<file path="src/rtl/btle_rx_pdu_deframer.sv">
// BLE 1M receive PDU deframer: de-whitens the bits that follow an access-address hit,
// emits header and payload octets, and checks the trailing 24-bit CRC.
module btle_rx_pdu_deframer #(
  parameter int unsigned MAX_PAYLOAD_LEN = 255,
  parameter logic [23:0] CRC_POLY        = 24'h00065B
) (
  input  logic        clk,
  input  logic        rst,
  input  logic        phy_bit_i,
  input  logic        bit_valid_i,
  input  logic        hit_flag_i,
  input  logic [5:0]  channel_number_i,
  input  logic [23:0] crc_init_i,
  output logic [7:0]  octet_o,
  output logic        octet_valid_o,
  output logic [8:0]  octet_idx_o,
  output logic [7:0]  payload_len_o,
  output logic        payload_len_valid_o,
  output logic        info_valid_o,
  output logic        crc_ok_o,
  output logic        busy_o
);

  typedef enum logic [2:0] {IDLE, HDR, PLD, CRC, ABORT, DONE} state_e;

  state_e      state_q, state_d;
  logic [6:0]  whiten_q, whiten_d;
  logic [23:0] crc_q, crc_d;
  logic [7:0]  shift_q, shift_d;
  logic [10:0] bitCnt_q, bitCnt_d;
  logic [8:0]  octetCnt_q, octetCnt_d;
  logic [7:0]  octet_q, octet_d;
  logic        octetValid_q, octetValid_d;
  logic [8:0]  octetIdx_q, octetIdx_d;
  logic [7:0]  payloadLen_q, payloadLen_d;
  logic        lenValid_q, lenValid_d;
  logic        crcOk_q, crcOk_d;
  logic        crcErr_q, crcErr_d;

  logic        consume;
  logic        dBit;
  logic        crcBitErr;
  logic [7:0]  newByte;
  logic [6:0]  whitenNext;
  logic [23:0] crcNext;

  always_ff @(posedge clk) begin
    if (rst) begin
      state_q      <= IDLE;
      whiten_q     <= '0;
      crc_q        <= '0;
      shift_q      <= '0;
      bitCnt_q     <= '0;
      octetCnt_q   <= '0;
      octet_q      <= '0;
      octetValid_q <= 1'b0;
      octetIdx_q   <= '0;
      payloadLen_q <= '0;
      lenValid_q   <= 1'b0;
      crcOk_q      <= 1'b0;
      crcErr_q     <= 1'b0;
    end else begin
      state_q      <= state_d;
      whiten_q     <= whiten_d;
      crc_q        <= crc_d;
      shift_q      <= shift_d;
      bitCnt_q     <= bitCnt_d;
      octetCnt_q   <= octetCnt_d;
      octet_q      <= octet_d;
      octetValid_q <= octetValid_d;
      octetIdx_q   <= octetIdx_d;
      payloadLen_q <= payloadLen_d;
      lenValid_q   <= lenValid_d;
      crcOk_q      <= crcOk_d;
      crcErr_q     <= crcErr_d;
    end
  end

  always_comb begin
    state_d      = state_q;
    whiten_d     = whiten_q;
    crc_d        = crc_q;
    shift_d      = shift_q;
    bitCnt_d     = bitCnt_q;
    octetCnt_d   = octetCnt_q;
    octet_d      = octet_q;
    octetValid_d = 1'b0;
    octetIdx_d   = octetIdx_q;
    payloadLen_d = payloadLen_q;
    lenValid_d   = 1'b0;
    crcOk_d      = crcOk_q;
    crcErr_d     = crcErr_q;

    consume    = bit_valid_i && (state_q == HDR || state_q == PLD || state_q == CRC);
    dBit       = phy_bit_i ^ whiten_q[6];
    newByte    = {dBit, shift_q[7:1]};
    whitenNext = {whiten_q[5:0], whiten_q[6]};
    whitenNext[4] = whiten_q[3] ^ whiten_q[6];
    crcNext    = {crc_q[22:0], 1'b0} ^ ((crc_q[23] ^ dBit) ? CRC_POLY : 24'd0);
    crcBitErr  = dBit ^ crc_q[5'd23 - bitCnt_q[4:0]];

    unique case (state_q)
      IDLE: begin
        if (hit_flag_i) begin
          state_d      = HDR;
          whiten_d     = {channel_number_i[0], channel_number_i[1], channel_number_i[2],
                          channel_number_i[3], channel_number_i[4], channel_number_i[5], 1'b1};
          crc_d        = crc_init_i;
          bitCnt_d     = '0;
          octetCnt_d   = '0;
          payloadLen_d = '0;
          crcOk_d      = 1'b0;
          crcErr_d     = 1'b0;
        end
      end
      HDR, PLD: begin
        if (consume) begin
          whiten_d = whitenNext;
          crc_d    = crcNext;
          shift_d  = newByte;
          bitCnt_d = bitCnt_q + 11'd1;
          if (bitCnt_q[2:0] == 3'd7) begin
            octet_d      = newByte;
            octetValid_d = 1'b1;
            octetIdx_d   = octetCnt_q;
            octetCnt_d   = octetCnt_q + 9'd1;
          end
          // The second header byte is the length and decides where the packet goes next.
          if (state_q == HDR && bitCnt_q == 11'd15) begin
            payloadLen_d = newByte;
            lenValid_d   = 1'b1;
            bitCnt_d     = '0;
            if (newByte == 8'd0) begin
              state_d = CRC;
            end else if (32'(newByte) > MAX_PAYLOAD_LEN) begin
              state_d = ABORT;
            end else begin
              state_d = PLD;
            end
          end
          if (state_q == PLD && bitCnt_q == ({payloadLen_q, 3'b000} - 11'd1)) begin
            state_d  = CRC;
            bitCnt_d = '0;
          end
        end
      end
      CRC: begin
        if (consume) begin
          whiten_d = whitenNext;
          bitCnt_d = bitCnt_q + 11'd1;
          if (crcBitErr) begin
            crcErr_d = 1'b1;
          end
          if (bitCnt_q == 11'd23) begin
            state_d = DONE;
            crcOk_d = !(crcErr_q || crcBitErr);
          end
        end
      end
      // One spacer cycle so an oversize length reports a cycle after its length strobe.
      ABORT: state_d = DONE;
      DONE:  state_d = IDLE;
      default: state_d = IDLE;
    endcase
  end

  assign octet_o             = octet_q;
  assign octet_valid_o       = octetValid_q;
  assign octet_idx_o         = octetIdx_q;
  assign payload_len_o       = payloadLen_q;
  assign payload_len_valid_o = lenValid_q;
  assign info_valid_o        = (state_q == DONE);
  assign crc_ok_o            = crcOk_q;
  assign busy_o              = (state_q != IDLE);

endmodule

</file>
<file path="config.mk">
export PLATFORM = sky130hd
export DESIGN_NAME = btle_rx_pdu_deframer
export DESIGN_NICKNAME = d
export VERILOG_FILES = /design/src/rtl/btle_rx_pdu_deframer.sv
export SDC_FILE = /design/constraint.sdc
export NUM_CORES = 1
export LEC_CHECK = 0
export BUFFER_PORTS_ARGS = -buffer_cell sky130_fd_sc_hd__clkbuf_2
export CORE_UTILIZATION = 50
export DETAILED_ROUTE_END_ITERATION = 10
export PLACE_DENSITY_LB_ADDON = 0.2
export SETUP_SLACK_MARGIN = 0.05
export SLEW_MARGIN = 20
export SYNTH_ARGS = -nofsm -noshare
export SYNTH_HDL_FRONTEND = slang
export SYNTH_SLANG_ARGS = --single-unit
</file>
<file path="constraint.sdc">
create_clock -name clk -period 1.8 [get_ports clk]
set_input_delay 0.27 -clock clk [delete_from_list [all_inputs] [get_ports clk]]
set_output_delay 0.27 -clock clk [all_outputs]
set_load 0.01 [all_outputs]
</file>
# Word level (Yosys, flattened, before mapping)
# Cells that the tools add are included.
[word_totals] reg_bits=91 in_bits=35 output_inout_bits=30 wordCells=110
[op_classes] addsub=4 order_cmp=1 eq_ne=18 muxes=40 bitwise_logic=7 n_reduce_logical=27
[op_table] op="two-way mux 11 bit" n=6
[op_table] op="two-way mux 24 bit" n=2
[op_table] op="case mux 24 bit (2 select lines)" n=1
[op_table] op="case mux 11 bit (3 select lines)" n=1
[op_table] op="two-way mux 9 bit" n=3
[op_table] op="two-way mux 8 bit" n=3
[op_table] op="bitwise XOR 24 x 11 -> 24 bit" n=1
[op_table] op="AND reduction 4 bit" n=5
[op_table] op="two-way mux 3 bit" n=6
[op_table] op="case mux 9 bit (2 select lines)" n=1
[op_table] op="case mux 8 bit (2 select lines)" n=1
[op_table] op="two-way mux 7 bit" n=2
[op_table] op="case mux 7 bit (2 select lines)" n=1
[op_table] op="!= test 2 bit (second input constant)" n=6
[op_table] op="case mux 3 bit (4 select lines)" n=1
[op_table] op="adder 11 x 1 -> 11 bit (second input constant)" n=1
[op_table] op="equality test 11 bit" n=1
[op_table] op="equality test 11 x 4 -> 1 bit (second input constant)" n=1
[op_table] op="equality test 11 x 5 -> 1 bit (second input constant)" n=1
[op_table] op="subtractor 11 x 1 -> 11 bit (second input constant)" n=1
[op_table] op="adder 9 x 1 -> 9 bit (second input constant)" n=1
[op_table] op="equality test 3 bit (second input constant)" n=3
[op_table] op="two-way mux 1 bit" n=9
[op_table] op="AND reduction 3 bit" n=3
[op_table] op="21 further kinds" n=36

# Depth between registers and ports, before layout
[depth] depth_word=9 ltp_mapped=9 ltp_nobuf=8

# Worst setup path after synthesis
# OpenSTA, ideal clock, no wires.
[synth_path] path_type="register to register" startpoint="register payloadLen_q[0] (netlist: payload_len_o[0])" endpoint="register bitCnt_q[0]" setup_ns=0.140 arrival_time_ns=1.892 required_time_ns=1.660 setup_slack_ns=-0.232 path_stages_with_launch=10 path_buffers=1 synth_period_minus_slack_ns=2.032 cell_sequence="dfxtp_1 -> inv_1 -> ha_1 -> xnor2_1 -> nor4_1 -> nand3_1 -> nor3_1 -> a31o_2 -> buf_6 -> a211oi_2"
[synth_between] elab_chain_len=6
[synth_rtl] item="start: declaration" line_no="35" source="logic [7:0] payloadLen_q, payloadLen_d;"
[synth_rtl] item="start signal: assignment" line_no="72" source="payloadLen_q <= payloadLen_d;"
[synth_rtl] item="subtractor 11 x 1 -> 11 bit" line_no="141" source="if (state_q == PLD && bitCnt_q == ({payloadLen_q, 3'b000} - 11'd1)) begin"
[synth_rtl] item="equality test 11 bit" line_no="141"
[synth_rtl] item="logical AND 1 bit" line_no="141"
[synth_rtl] item="two-way mux 11 bit" line_no="141"
[synth_rtl] item="two-way mux 11 bit" line_no="117" source="if (consume) begin"
[synth_rtl] item="case mux 11 bit (3 select lines)" line_no="102" source="unique case (state_q)"
[synth_rtl] item="end signal: assignment" line_no="67" source="bitCnt_q <= bitCnt_d;"
[synth_rtl] item="end: declaration" line_no="30" source="logic [10:0] bitCnt_q, bitCnt_d;"
# No other way between the ends. The select of a mux whose other input is x is not followed.
# A chain may end at the register's enable or synchronous reset.

# Worst setup path after layout
[layout_path] startpoint="register payloadLen_q[1] (netlist: payload_len_o[1])" endpoint="register bitCnt_q[6]"
# The elaborated chain is that of the path after synthesis.

==> results.tsv <==
metric	value	unit
drt-total-wl	11980	um
vias	4281	
io_buffer_count	64	
antenna_cells	0	
critical_path_class	reg2reg	
critPathRequiredTime	2050	ps
synth-seq-cells	90	
failed_checks	setup timing	
cellPowerDensity	977.7	nW/um2
rsz0062_at_grt	yes	
synth-seq-area-share	38.53	%
place_congestion	0.8381	
synth_area_leader_cell	dfxtp_1	
cts-buffers-inserted	9	
critPathLaunchType	register	
synth_fp_nets	568	
synth-main-ff-cell	dfxtp_1	
clock_latency	370	ps
synth.area.top_cells	dfxtp_1, mux2i_1, nand2_1	
hold_violations	0	
dpl.hpwl	7798	um
ys_top_cells_by_count	dfxtp_1, nand2_1, nor2_1	
end_kind	register	
drc	0	
clock-sinks	90	
leakagePower	2.553	nW
yosysWarnings	0	
layout.nets	683	
drtPass1Iterations	5	
ir_drop	0.5656	mV
slew_headroom	72.54	%
arrival	2220	ps
gr-total-overflow	0	
clk_pin_slew_worst_paths	100	ps
viasPerCell	5.663	
cts_hold_buf	0	
drv_cap	0	
final.setup.worst_slack	-175.5	ps
start_util	52.59	%
hold_path_class	in2reg	
grt_util_met3	3.830	%
maxSlewViolCount	0	
grt_pass1_wl	19260	um
die_h	98.70	um
grt_max_degree	58	
max_freq	506.2	MHz
fillerInstances	660	
synth_top_area_share	38.53	%
drive_gt1_share	36.42	%
worst_slew_pin_slew	410.4	ps
whs	172.7	ps
async_reset_ff_share	0	%
tritoncts	done	
grt_busiest_layer	met2	
die-area	9742	um2
synth_area	4676	um2
fin_crit_sh	109.8	%
htreeDepth	3	
wl_per_cell	15.85	um
drt_iter0_markers	269	
syn2layout_area_growth	33.21	%
grt_usage	24.39	%
io_pins	65	
cts_buffer_depth	2	
core_area	8891	um2
synth_cell_types	62	
ant_nets	0	
gr-usage-met1	32.90	%
grt_use_met2	40.20	%
setup-tns-final	-2335	ps
syn_inst	528	
antenna_found_initial	0	
outcome	finished, violations left	
clock_skew	17.57	ps
critPathMaxFanout	10	
avgSynthCellArea	8.856	um2
first_global_vias	4104	
synth-edff-count	0	
fin_crit	1976	ps
synth_most_common_cell	dfxtp_1	
cts_root_buf	clkbuf_8	
die-width	98.70	um
setup_viol	22	
fp-row-count	34	
-- repair_timing --
item | in CTS | in global routing
gates cloned | 0 | 2
endpoints found under the setup margin | 75 | 50
resized for setup | 37 | 44
setup buffers | 9 | 8
pin swaps | 36 | 27
-- worst max-delay path, stage by stage, from the launching register on --
cell and delay, ps:
dfxtp_4 390, buf_6 110, inv_4 30, ha_4 230, xnor2_2 130, nor4_1 190
nand3_1 130, nor3_2 210, a31o_4 230, buf_12 140, a211oi_2 70
-- final timing paths --
| path | from | end | slack (ps) | cells after the start |
|---|---|---|---|---|
| min reg2reg | octet_idx_o[7] | octet_idx_o[7] | 460 | 2 |
| max reg2reg | payload_len_o[1] | bitCnt_q[6] | -180 | 10 |
| max | payload_len_o[1] | bitCnt_q[6] | -180 | 10 |
| min | channel_number_i[3] | whiten_q[3] | 170 | 3 |
-- stage by stage --
| stage | util (%) | std cells | cell area, um2 | worst slack, ps | total power [mW] |
|---|---|---|---|---|---|
| 3_5_place_dp | 61.24 | 723 | 5445 | -204.9 | 4.143 |
| 2_1_floorplan | - | 528 | 4710 | 7.359 | 3.662 |
| 6_report | 70.05 | 756 | 6228 | -175.5 | 6.089 |
| 3_3_place_gp | 61.24 | 723 | 5445 | -109.3 | 4.090 |
| 4_1_cts | 66.48 | 747 | 5911 | -141.6 | 5.866 |
| 5_1_grt | 70.05 | 756 | 6228 | -330.9 | 6.373 |
-- registers in the layout (all words and copies together), names as in the netlist --
name / count
octet_idx_o: 9
crc_q: 24
octetCnt_q: 9
payload_len_o: 8
whiten_q: 7
crc_ok_o: 1
octet_o: 8
payload_len_valid_o: 1
octet_valid_o: 1
bitCnt_q: 11
shift_q: 7
crcErr_q: 1
state_q: 3
-- power breakdown --
part / leakage [nW] / internal, mW / switching, mW
combinational: 1.69 / 1.01 / 1.07
clock: 0.120 / 0.841 / 0.777
sequential: 0.739 / 2.20 / 0.193
-- kinds of logic (layout without fill, tap and decap cells) --
kind of cell	count (synthesis)	after routing	synth area share (%)
compound gates	112	112	17.90
xor+xnor	31	31	6.288
fa+ha+maj	5	5	1.338
buf+inv	48	168	5.191
flops	90	90	38.53
mux	47	47	10.92
simple gates	195	195	19.83
-- per-layer routing --
layer / part of all wire, % / routed length [um]
met1: 46 / 5551
met2: 49 / 5907
met3: 3.6 / 426
met4: 0.79 / 95
met5: 0 / 0
-- layout by cell type, fill, tap and decap left out, types with 13 or more instances in the layout --
cell	count
a21oi_1	32
buf_4	56
xor2_1	18
nand2_1	62
mux2i_1	42
buf_6	13
dfxtp_1	81
clkbuf_2	64
a211oi_1	18
nor2_1	61
nand3_1	16
-- area by class of cell --
class | count | area (um2) | share of cell area [%]
inverter | 12 | 47.55 | 0.7634
tap | 108 | 135.1 | 2.170
clock inverter | 6 | 95.09 | 1.527
sequential | 90 | 1823 | 29.27
timing repair buffer | 140 | 1032 | 16.57
clock buffer | 10 | 137.6 | 2.210
multi-input combinational | 390 | 2958 | 47.49
Power figures use the tool's default switching activity.
